**src/rtl/pdm_cic_decimator.sv**
```systemverilog
// pdm_cic_decimator
// Turns a 1-bit PDM microphone stream into signed PCM samples with a
// 4th-order CIC decimator (differential delay 1, decimation ratio DECIM).
// The four integrators run on every PDM strobe. Once every DECIM strobes the
// last integrator is captured. A small sequencer then runs the four comb
// stages, one per clock, and registers the result onto a valid/ready output.
//
// Ports:
//   clock        system clock
//   reset        synchronous, active-high; clears every register
//   pdm_bit      captured PDM sample (1 -> +1, 0 -> -1)
//   pdm_strobe   one-cycle pulse marking pdm_bit as valid
//   pcm_ready    consumer accepts pcm_data this cycle
//   overrun_clr  clears the sticky overrun flag
//   pcm_data     signed PCM sample, the top OUT_W bits of the comb output
//   pcm_valid    pcm_data valid; held until accepted
//   overrun      sticky; an unaccepted sample was overwritten
module pdm_cic_decimator #(
    parameter int DECIM      = 64,
    parameter int DECIM_LOG2 = 6,
    parameter int ACC_W      = 26,
    parameter int OUT_W      = 16
) (
    input  logic             clock,
    input  logic             reset,
    input  logic             pdm_bit,
    input  logic             pdm_strobe,
    input  logic             pcm_ready,
    input  logic             overrun_clr,
    output logic [OUT_W-1:0] pcm_data,
    output logic             pcm_valid,
    output logic             overrun
);

    typedef enum logic [2:0] {IDLE, C1, C2, C3, C4, EMIT} state_t;

    state_t                    state_q, state_d;
    logic [3:0][ACC_W-1:0]     integ_q, integ_d;
    logic [3:0][ACC_W-1:0]     dly_q, dly_d;
    logic [ACC_W-1:0]          snap_q, snap_d;
    // One working register carries each comb result into the next stage.
    logic [ACC_W-1:0]          comb_q, comb_d;
    logic [DECIM_LOG2-1:0]     cnt_q, cnt_d;
    logic [2:0]                warm_q, warm_d;
    logic [OUT_W-1:0]          pcm_data_q, pcm_data_d;
    logic                      pcm_valid_q, pcm_valid_d;
    logic                      overrun_q, overrun_d;
    logic [ACC_W-1:0]          x_in;

    assign x_in = pdm_bit ? ACC_W'(1) : {ACC_W{1'b1}};

    always_comb begin
        state_d     = state_q;
        integ_d     = integ_q;
        dly_d       = dly_q;
        snap_d      = snap_q;
        comb_d      = comb_q;
        cnt_d       = cnt_q;
        warm_d      = warm_q;
        pcm_data_d  = pcm_data_q;
        pcm_valid_d = pcm_valid_q;
        overrun_d   = overrun_q;

        if (pcm_valid_q && pcm_ready) begin
            pcm_valid_d = 1'b0;
        end
        if (overrun_clr) begin
            overrun_d = 1'b0;
        end

        case (state_q)
            IDLE: ;
            C1: begin
                comb_d   = snap_q - dly_q[0];
                dly_d[0] = snap_q;
                state_d  = C2;
            end
            C2: begin
                comb_d   = comb_q - dly_q[1];
                dly_d[1] = comb_q;
                state_d  = C3;
            end
            C3: begin
                comb_d   = comb_q - dly_q[2];
                dly_d[2] = comb_q;
                state_d  = C4;
            end
            C4: begin
                comb_d   = comb_q - dly_q[3];
                dly_d[3] = comb_q;
                state_d  = EMIT;
            end
            EMIT: begin
                state_d = IDLE;
                // The first four results still carry the start-up transient.
                if (warm_q != 3'd4) begin
                    warm_d = warm_q + 3'd1;
                end else begin
                    pcm_data_d  = comb_q[ACC_W-1 -: OUT_W];
                    pcm_valid_d = 1'b1;
                    // Setting after the clear lets a new overrun beat overrun_clr.
                    if (pcm_valid_q && !pcm_ready) begin
                        overrun_d = 1'b1;
                    end
                end
            end
            default: state_d = IDLE;
        endcase

        // Every stage uses the pre-update value of the stage before it.
        if (pdm_strobe) begin
            integ_d[0] = integ_q[0] + x_in;
            for (int k = 1; k < 4; k++) begin
                integ_d[k] = integ_q[k] + integ_q[k-1];
            end
            cnt_d = cnt_q + 1'b1;
            // Captures are DECIM strobes apart, so the sequencer is always idle here.
            if (cnt_q == DECIM_LOG2'(DECIM - 1)) begin
                snap_d  = integ_q[3] + integ_q[2];
                state_d = C1;
            end
        end
    end

    always_ff @(posedge clock) begin
        if (reset) begin
            state_q     <= IDLE;
            integ_q     <= '0;
            dly_q       <= '0;
            snap_q      <= '0;
            comb_q      <= '0;
            cnt_q       <= '0;
            warm_q      <= '0;
            pcm_data_q  <= '0;
            pcm_valid_q <= 1'b0;
            overrun_q   <= 1'b0;
        end else begin
            state_q     <= state_d;
            integ_q     <= integ_d;
            dly_q       <= dly_d;
            snap_q      <= snap_d;
            comb_q      <= comb_d;
            cnt_q       <= cnt_d;
            warm_q      <= warm_d;
            pcm_data_q  <= pcm_data_d;
            pcm_valid_q <= pcm_valid_d;
            overrun_q   <= overrun_d;
        end
    end

    assign pcm_data  = pcm_data_q;
    assign pcm_valid = pcm_valid_q;
    assign overrun   = overrun_q;

endmodule
```
**config.mk**
```make
export PLATFORM = sky130hd
export DESIGN_NAME = pdm_cic_decimator
export DESIGN_NICKNAME = d
export VERILOG_FILES = /design/src/rtl/pdm_cic_decimator.sv
export SDC_FILE = /design/constraint.sdc
export NUM_CORES = 1
export LEC_CHECK = 0
export CORE_MARGIN = 1.5
export CORE_UTILIZATION = 35
export DETAILED_ROUTE_END_ITERATION = 8
export SLEW_MARGIN = 10
export SYNTH_ARGS = -nofsm -noshare
export SYNTH_HDL_FRONTEND = slang
export SYNTH_SLANG_ARGS = --single-unit
```
**constraint.sdc**
```tcl
create_clock -name clock -period 6 [get_ports clock]
set_clock_uncertainty 0.05 [all_clocks]
set_input_delay 1.2 -clock clock [delete_from_list [all_inputs] [get_ports clock]]
set_output_delay 1.2 -clock clock [all_outputs]
set_load 0.02 [all_outputs]
```
== Word level (Yosys, flattened, before mapping) ==
Cells that the tools add are included.
Word-level totals
  flip-flop bits (word level): 290
  latch bits: 0
  RAM bits: 0
  ROM bits: 0
  input port bits: 6
  output and inout bits: 18
  logic and storage cells: 54
  memories kept: 0
Operators by class
  $add $sub $neg: 10
  multiply operators: 0
  div/mod/pow operators: 0
  magnitude comparators: 0
  eq/ne operators: 7
  shift-type cells: 0
  mux-type cells: 12
  bitwise operators: 1
  reductions and logical operators: 8
Operators by type and width (count)
  adder 26 bit: 4
  case mux 26 bit (4 select lines): 1
  subtractor 26 bit: 4
  2-to-1 mux 26 bit: 1
  case mux 3 bit (5 select lines): 1
  2-to-1 mux 1 bit: 7
  adder 6 x 1 -> 6 bit (second input constant): 1
  equality test 3 x 2 -> 1 bit (second input constant): 2
  equality test 3 bit (second input constant): 2
  equality test 6 bit (second input constant): 1
  2-to-1 mux 3 bit: 2
  AND reduction 2 bit: 3
  nonzero test 4 bit: 1
  adder 3 x 1 -> 3 bit (second input constant): 1
  equality test 3 x 1 -> 1 bit (second input constant): 1
  zero test 3 bit: 1
  inequality test 3 bit (second input constant): 1
  logical AND 1 bit: 2
  zero test 1 bit: 1
  inverter 1 bit: 1

== Depth between registers and ports, before layout ==
Gate-level depths: netlist of the first run.
  depth in word-level cells: 5
  mapped depth: 20
  gate-level depth less buffers: 18

== Worst setup path before layout of the first run ==
No wires, ideal clock.
  path kind: input port to flip-flop
  start: in pdm_bit
  end: reg integ_q[20] in the netlist's numbering
  setup time: 128 ps
  data arrival time: 3797 ps
  data required time: 5822 ps
  slack: 2026 ps
  stages: 13
  buffers on the path: 1
  cell sequence: inv_1 ha_1 clkbuf_1 a21o_1 a211o_1 a41o_1 a31oi_1 a21oi_2 a41oi_2 nor2b_1 xnor2_1 mux2i_1 nor2_1
Between the ends
  word-level cells in the longest chain between the ends: 2
Ends and longest elaborated chain
  from (decl): RTL line 26  | input logic pdm_bit,
  2-to-1 mux 26 bit: RTL line 50  | assign x_in = pdm_bit ? ACC_W'(1) : {ACC_W{1'b1}};
  adder 26 bit: RTL line 112  | integ_d[0] = integ_q[0] + x_in;
  to (signal assigned): RTL line 139  | integ_q <= integ_d;
  to (decl): RTL line 38  | logic [3:0][ACC_W-1:0] integ_q, integ_d;
Every way passes these cells.
A chain may end at the register's enable or synchronous reset.

== Worst setup path in the final report of the first run ==
  start: reg state_q[1]
  end: reg comb_q[24]
Between the ends
  word-level cells in the longest chain between the ends: 2
  elaborated cells between the ends (all ways): 6
  classes of those cells: eq/ne (4); mux (1); reduce/logical (1)
Ends and longest elaborated chain
  from (decl): RTL line 37  | state_t state_q, state_d;
  from (signal assigned): RTL line 138  | state_q <= state_d;
  equality test 3 bit (tied with other cells): RTL line 71  | case (state_q)
  case mux 26 bit (4 select lines) or nonzero test 4 bit (tied branches)
  to (signal assigned): RTL line 142  | comb_q <= comb_d;
  to (decl): RTL line 42  | logic [ACC_W-1:0] comb_q, comb_d;
Several ways; a longest one is shown, not always the timed one.

==> results.txt, run 1 <==
The total negative setup slack came out at 0 ns. The biggest cell delay along the critical path is 0.45 ns. The leakage power is 8.04 nW. The worst hold margin came out at approximately 0.4 ns. The worst-case setup margin in the final layout came out at 1.52 ns. Entering global routing, the biggest net connects approximately 130 pins. The end-of-flow core utilization is 39.3%.

The via count of the first global-routing pass is approximately 15000. The number of hold buffers added after CTS came out at 0. The buffer type at the clock tree root is sky130_fd_sc_hd__clkbuf_16. The count of antenna-violating nets left after detailed routing is 0. The type of destination of the critical path is a register. The final-report max-slew violation count came to 0.

The sum of net half-perimeters after detailed placement came out at 30600 microns. The average cell area after synthesis came out at just under 8 sq um. The worst setup path is of the reg2reg kind. The post-synthesis net count came out at about 2400. The core region area is 0.0502 sq mm.

Clock latency on the worst-skew pair, taken at its later pin, is 0.54 ns. Measured against its own limit, the worst slew margin works out to 25.8%. The signed area change from the synthesized netlist to the final layout came out at 10.6%.

After synthesis, the netlist uses 81 different library cells. The fraction of the cycle the final worst path needs came out at 74.7%. The total track usage is between 10% and 20%.

The cell depth of the worst flop-to-flop path came out at 18. For this design, the slowest cell found on the critical path is sky130_fd_sc_hd__buf_4. The maximum fanout count along the critical path is 43. The die outline area is between 0.05 and 0.06 sq mm. The final critical-path required period is between 4 and 5 ns.

The peak ir drop on the vdd network is 0.165 mV. The clock buffer count from CTS is 35. The clock-pin slew of the registers on the worst-case setup and hold paths came out at 0.06 ns.

The initial standard-cell utilization of the core is 35.5%. The I/O pin count is 24. The final routed wirelength across all metal layers came out at 43600 microns. The proportion of layout cells with a drive suffix above 1 came out at 4.86%. TritonCTS built the clock tree. Across the run, the number of max-cap violations was 0.

The signal on the critical path passes through nor2b_1, and2_2, buf_4, a22oi_1, nand2_1, ha_1, inv_1, fa_1, a21o_1, a21oi_1, o21ai_0, nand4_1, o211ai_1, o211ai_1, o21ai_0, xor2_1, o221ai_1, a211oi_1. The worst hold path was traced through 2 stages. Setup violations remaining at the end of the flow were counted as 0. Summed over all layers, the global routing overflow is 0. The sequential cell area is around 0.0058 sq mm. After clock tree synthesis, the setup repair step added 0 buffers. Setup repair after global routing left no endpoint under its margin.

The kind of launch point of the worst setup path is a register. The number of synthesized register bits came out at 290. The maximum clock rate is 0.223 GHz. For this design the ratio of total power to cell area is 250 mW/mm^2.

Summing over every cut layer, the via total after detailed routing is 15400. The DRC violations left came out at 0. The die is 229 microns tall. The most used flip-flop cell after synthesis is sky130_fd_sc_hd__dfxtp_1.

The layout has 5085 filler cells. The sequential cell area fraction in the yosys report came out at between 30% and 40%. Routability-driven placement finished with a final weighted congestion of 0.854. The horizontal die dimension is 229 microns. The number of antenna violations at the first check in global routing came out at 0.

The count of H-tree levels built during CTS came out at 2. The async set or reset register ratio after synthesis came out at 0%. Prior to clock tree synthesis, the placed netlist has a worst setup slack of 1.17 ns. At the pin with the least slew margin, the transition time is approximately 1.1 ns. The number of enable-type register cells in the synthesized netlist came out at 0. The iteration count of the initial detailed-routing pass came out at 5. The number of gates given a new drive strength after cts is 0. After detailed routing, the number of vias per cell comes to 5.30. In this run the tool buffered the top-level ports with 23 buffer cells.

The type of the worst min-delay path is reg2reg. The initial detailed-routing violation count is 1019. The floorplan has 82 rows.

The final hold violation count was 0. The deepest clock path buffer count is 3. The count of synthesis-stage warnings from yosys is 0. The final layout contains 2387 nets. The data required time of the critical path came out at 6.40 ns. The flow ran to the end, and the final reports show no timing, DRC or antenna violations.

The count of clock tree sinks came out at 290. The wire length of the first global-routing pass is 73100 microns. The detailed-route wire length per cell is roughly 15 microns.

The total inserted antenna cells is 0. STA puts the critical path data arrival time at 4.88 ns. The multi-input combinational cells in the finished layout cover a total of roughly 0.011 sq mm. The cell count after synthesis came out at about 2300. The cell area after synthesis came out at 0.0178 sq mm.
## kinds of logic after synthesis
group,synth area share (%)
compound gates,24.0
xor+xnor,6.24
fa+ha+maj,11.3
buf+inv,3.82
flops,32.6
mux,3.49
simple gates,18.5
## routing by layer
metal	vias up	GRT usage, %	wire (microns)
met3	59	2.51	1680
met4	0	4.82	847
met5	-	0	0
met2	231	27.8	19900
met1	7267	21.9	21200
li1	7887	-	-
## state kept, by name, summed over array words and instances, names as in the netlist
| register | count |
|---|---|
| cnt_q | 6 |
| state_q | 3 |
| pcm_data | 16 |
| integ_q | 104 |
| pcm_valid | 1 |
| warm_q | 3 |
| snap_q | 26 |
| dly_q | 104 |
| comb_q | 26 |
| overrun | 1 |
## critical path: cells and delay by family (launching register included)
kind            cells  cell delay [ns]
compound gates      9             1.83
xor+xnor            1             0.18
fa+ha+maj           2             0.57
buf+inv             2             0.51
flops               1             0.41
simple gates        4             0.85
## stage by stage
| stage | area (sq um) | cells | total power [mW] |
|---|---|---|---|
| after floorplan | 17800 | 2254 | 2.79 |
| after global placement | 18600 | 2858 | 2.93 |
| after detailed placement | 18600 | 2858 | 2.96 |
| after CTS | 19700 | 2916 | 4.99 |
| after global routing | 19700 | 2916 | 5.17 |
| final | 19700 | 2916 | 4.92 |
## cells in the mapped netlist (7+ instances only)
library cell / n / area share (%)
sky130_fd_sc_hd__o21bai_1: 11 / 0.46
sky130_fd_sc_hd__a2111oi_0: 9 / 0.44
sky130_fd_sc_hd__a22o_1: 25 / 1.2
sky130_fd_sc_hd__a21oi_1: 308 / 8.7
sky130_fd_sc_hd__inv_1: 72 / 1.5
sky130_fd_sc_hd__nand2b_1: 19 / 0.67
sky130_fd_sc_hd__o21ai_0: 67 / 1.9
sky130_fd_sc_hd__xnor2_1: 85 / 4.2
sky130_fd_sc_hd__nand3_1: 31 / 0.87
sky130_fd_sc_hd__nand2_1: 381 / 8.0
sky130_fd_sc_hd__a31oi_1: 19 / 0.67
sky130_fd_sc_hd__nand4_1: 14 / 0.49
sky130_fd_sc_hd__a21o_1: 78 / 3.3
sky130_fd_sc_hd__nor2b_1: 16 / 0.56
sky130_fd_sc_hd__mux2i_1: 61 / 3.4
sky130_fd_sc_hd__clkbuf_1: 99 / 2.1
sky130_fd_sc_hd__dfxtp_1: 290 / 33
sky130_fd_sc_hd__nor3_1: 32 / 0.90
sky130_fd_sc_hd__buf_1: 9 / 0.19
sky130_fd_sc_hd__o211ai_1: 13 / 0.55
sky130_fd_sc_hd__a211oi_1: 31 / 1.3
sky130_fd_sc_hd__or3_1: 7 / 0.25
sky130_fd_sc_hd__and2_1: 9 / 0.32
sky130_fd_sc_hd__ha_1: 152 / 11
sky130_fd_sc_hd__nor3b_1: 9 / 0.38
sky130_fd_sc_hd__nor2_1: 204 / 4.3
sky130_fd_sc_hd__a31o_2: 7 / 0.34
sky130_fd_sc_hd__o21a_1: 21 / 0.88
sky130_fd_sc_hd__o22ai_1: 11 / 0.39
sky130_fd_sc_hd__and3_1: 11 / 0.39
sky130_fd_sc_hd__xor2_1: 42 / 2.1
## worst paths after layout
path,slack [ns],startpoint,endpoint
worst min-delay path,0.40,dly_q[9],dly_q[9]
worst max register to register,1.52,state_q[1],comb_q[24]
worst max-delay path,1.52,state_q[1],comb_q[24]
worst min register to register,0.40,dly_q[9],dly_q[9]
## cells in the final DEF (no fill, tap or decap), types with 42 or more instances in the layout
| master | synthesis | layout |
|---|---|---|
| sky130_fd_sc_hd__nand2_1 | 381 | 381 |
| sky130_fd_sc_hd__a21oi_1 | 308 | 308 |
| sky130_fd_sc_hd__dfxtp_1 | 290 | 290 |
| sky130_fd_sc_hd__nor2_1 | 204 | 203 |
| sky130_fd_sc_hd__ha_1 | 152 | 152 |
| sky130_fd_sc_hd__xnor2_1 | 85 | 85 |
| sky130_fd_sc_hd__a21o_1 | 78 | 78 |
| sky130_fd_sc_hd__inv_1 | 72 | 71 |
| sky130_fd_sc_hd__o21ai_0 | 67 | 67 |
| sky130_fd_sc_hd__mux2i_1 | 61 | 61 |
| sky130_fd_sc_hd__xor2_1 | 42 | 42 |
## power by group
group	total (mW)	leakage [nW]	switching [mW]	internal, mW
clock network	2.01	0.533	0.828	1.18
registers	2.09	2.35	0.0810	2.01
logic	0.828	5.16	0.469	0.358
total	4.92	8.04	1.38	3.55
## area by class of cell
cell class,count,area share (%)
repair buffers,41,1.87
flip-flops and latches,290,29.5
well taps,672,4.27
inverters,72,1.37
clock buffers,50,5.14
clock inverters,8,0.330
multi-input cells,1783,57.6
(Power assumes the default switching activity.)
==> run 2: changes to the inputs <==
==> constraint.sdc (replaced) <==
create_clock -name clock -period 4.6 [get_ports clock]
set_clock_uncertainty 0.05 [all_clocks]
set_input_delay 0.92 -clock clock [delete_from_list [all_inputs] [get_ports clock]]
set_output_delay 0.92 -clock clock [all_outputs]
set_load 0.02 [all_outputs]
==> run 2 against run 1 <==
Against the previous run:
- non-clock buffer count rose by 4
- utilization grew 0.27 points
- final cell count increased by 0.27%
- total power up 35%
- sequential share of layout area down 0.20 points
- first-iteration DRC count up 9.8%
- clock power rose by 41%
- final area increased by 0.70%
- sequential power grew 31%
- critical endpoint unchanged
==> results.txt, run 2 (same netlist as run 1, synthesis figures left out) <==
The horizontal die dimension came to 229 microns (unchanged). The core region area came out at 0.0502 sq mm (unchanged). The count of endpoints failing setup in the final report came to 0 (unchanged). The slew of the pin with the lowest slew margin is 1.09 ns (-0.0170 ns). The type of the worst min-delay path is reg2reg. TritonCTS built the clock tree. The worst register-to-register path begins at state_q[1]. The fill cell instance count of the final layout was 5081 (-0.079%).

The initial detailed-routing violation count came out at 1119 (+9.8%). The finished layout cell area was 0.0198 sq mm (+0.70%). Setup repair after global routing left no endpoint under its margin.

The flow ran to the end, and the final reports show no timing, DRC or antenna violations. The relative contribution of sequential cells to total power came to 41.1% (-1.4 points). The initial standard-cell utilization of the core came out at 35.5% (unchanged). The wire length of the first global-routing pass was 73000 microns (about the same). The clock buffer count from CTS is 34 (-2.9%). The data required time of the critical path came out at 5.00 ns (-1.40 ns).

The critical path arrival came to 4.52 ns (-0.36 ns). On the critical path, the stage with the largest delay is an instance of sky130_fd_sc_hd__dfxtp_1. The critical path is of the reg2reg type. The destination of the worst hold path is dly_q[100].

The count of buffers added by post-CTS timing repair for setup is 0 (unchanged). The deepest clock path buffer count is 3 (unchanged). The post-place setup slack is -0.00688 ns (-1.17 ns). In this run the most critical hold path is launched from dly_q[100]. The total grt overflow came to 0 (unchanged). The net switching power is 1.83 mW (+32%). The relative contribution of combinational cells to total power is 16.3% (-0.5 points). The cell depth of the worst flop-to-flop path came to 18 (unchanged). The detailed-route wire length per cell is 14.9 microns (-0.23%). The final-report max-slew violation count was 0 (unchanged).

The leakage power came out at 8.11 nW (+0.91%). In the final layout, the registers with the most flip-flops are dly_q: 104 flops, integ_q: 104 flops. The signed area change from the synthesized netlist to the final layout came out at 11.4%. The end-of-flow core utilization came out at 39.6% (+0.27 points). The maximum fanout count along the critical path came out at 52 (+21%). The peak ir drop on the vdd network came to 0.175 mV (+6.4%). Clock tree synthesis selected as its root buffer the cell sky130_fd_sc_hd__clkbuf_16. The multi-input gate area in the final layout is 0.0113 sq mm (about the same). The final hold violation count came out at 0 (unchanged). The critical path goes through nor2b_1, and2_2, buf_12, a22oi_1, nand2_1, ha_1, inv_1, fa_1, a21o_1, a21oi_1, o21ai_0, nand4_1, o211ai_1, o211ai_1, o21ai_0, xor2_1, o221ai_1, a211oi_1. The via density per instance came out at 5.28 (-0.23%). The iteration count of the initial detailed-routing pass is 8 (+3). The vias after detailed routing is 15500 (+0.039%). The clock network fraction of design power came out at 42.6% (+1.9 points). The clock-pin slew of the registers on the worst-case setup and hold paths is 0.06 ns (about the same). The clock network latency to the later pin of the worst-skew pair is 0.54 ns (about the same).

The count of clock tree sinks came out at 290 (unchanged). The number of cells on the worst hold path is 2 (unchanged). The kind of launch point of the worst setup path is a register. The count of H-tree levels built during CTS came out at 2 (unchanged). The biggest cell delay along the critical path came to 0.41 ns (-0.04 ns). The worst-case setup margin in the final layout is 0.488 ns (-1.03 ns). The count of antenna-violating nets left after detailed routing came to 0 (unchanged). Leaving out fill and tap cells, the most frequent cell in the layout is sky130_fd_sc_hd__nand2_1. The final critical-path required period came out at 4.11 ns (-0.368 ns). The final routed wirelength across all metal layers came out at 43600 microns (about the same). The routability-driven placement congestion ratio came out at 0.850 (-0.48%).

The power density over the cells is 335 mW/mm^2 (+34%). The layout net count was 2390 (+0.13%). The switching part of the total power came to 27.5% (-0.49 points). The worst hold margin is 0.401 ns (-0.000641 ns). The sum of net half-perimeters after detailed placement came out at 30400 microns (-0.60%). The proportion of layout cells with a drive suffix above 1 came out at 5.20% (+0.34 points). The number of hold buffers added after CTS came out at 0 (unchanged). The total number of placement rows is 82 (unchanged). The worst-case register-to-register setup slack came to 0.49 ns (-1.03 ns). The sequential cell area came to 0.00581 sq mm (unchanged). The number of gates given a new drive strength after cts is 0 (unchanged). The worst setup path is captured at a register. The maximum clock rate is 0.243 GHz (+9.0%). The count of buffers inserted at the top-level ports came to 23 (unchanged). The internal power came to 4.81 mW (+36%).

The placement-stage cell area is 0.0187 sq mm (+0.30%). The maximum number of pins on one net before global-route repair is 201 (+61%). The fraction of the cycle the final worst path needs is 89.4% (+15 points). The total inserted antenna cells came out at 0 (unchanged). The via count of the first global-routing pass came out at 14900 (-0.39%). In the layout the commonest cells are sky130_fd_sc_hd__nand2_1, sky130_fd_sc_hd__a21oi_1, sky130_fd_sc_hd__dfxtp_1. The number of antenna violations at the first check in global routing came out at 0 (unchanged). The I/O pin count came out at 24 (unchanged).

The die outline area came out at 0.0523 sq mm (unchanged). The total track usage came out at 16.5% (-0.076 points). The tightest slew margin relative to the limit came out at 26.9% (+1.1 points). The floorplan die height is 229 microns (unchanged). The overall power after layout came out at 6.64 mW (+35%).

The endpoint identified for the worst register-to-register timing path is comb_q[24]. The DRC violations left is 0 (unchanged). The number of max-cap violations is 0 (unchanged).
[run 2: cell count changes in the layout (fill, tap and decap cells not counted), sizes merged]
cell      delta
clkinvlp     +1
inv          -2
clkinv       +5
buf          +4
clkbuf       -4
bufinv       +4
[run 2: metal layers]
metal  wire (microns)  global-route usage [%]  vias to the layer above  part of all wire [%]
li1                 -                       -                     7901                     -
met3             1480                    2.41                       66                   3.4
met2            19900                    27.4                      222                    46
met5                0                       0                        -                     0
met4              918                    4.97                        0                   2.1
met1            21300                    22.1                     7261                    49
[run 2: power by group through the flow]
stage / Clock (mW) / Combinational (mW) / Sequential, mW
floorplan: 0 / 0.899 / 2.75
global placement: 0 / 1.05 / 2.79
detailed placement: 0 / 1.07 / 2.79
CTS: 2.91 / 1.08 / 2.73
global route: 3.02 / 1.22 / 2.74
finish: 2.83 / 1.08 / 2.73
[run 2: worst max-delay path by stage]
stage | from | end | slack, ns | cells after the start
after floorplan | state_q[0] | comb_q[23] | 0.77 | 18
after CTS | state_q[1] | comb_q[24] | 0.49 | 18
final | state_q[1] | comb_q[24] | 0.49 | 18
after global routing | state_q[1] | comb_q[24] | 0.13 | 18
after detailed placement | pdm_bit | integ_q[23] | -0.007 | 13
after global placement | pdm_bit | integ_q[23] | 0.17 | 14
[run 2: layout make-up]
| class | instances | area share (%) |
|---|---|---|
| Multi-Input combinational cell | 1783 | 57.2 |
| Timing Repair Buffer | 45 | 2.13 |
| Inverter | 72 | 1.36 |
| Sequential cell | 290 | 29.3 |
| Tap cell | 672 | 4.24 |
| Clock buffer | 46 | 4.94 |
| Clock inverter | 16 | 0.921 |
[run 2: through the flow]
step | setup TNS (ns) | cells
2_1_floorplan | 0 | 2254
3_3_place_gp | 0 | 2862
3_5_place_dp | -0.00688 | 2862
4_1_cts | 0 | 2924
5_1_grt | 0 | 2924
6_report | 0 | 2924
[run 2: worst max-delay path: cells and delay by family (launching register included)]
family / cells / cell delay, ns
AND/OR/NAND/NOR: 4 / 0.76
XOR/XNOR: 1 / 0.16
buffers and inverters: 2 / 0.29
AO/OA/AOI/OAI: 9 / 1.78
adder cells (fa/ha/maj): 2 / 0.55
flip-flops: 1 / 0.41
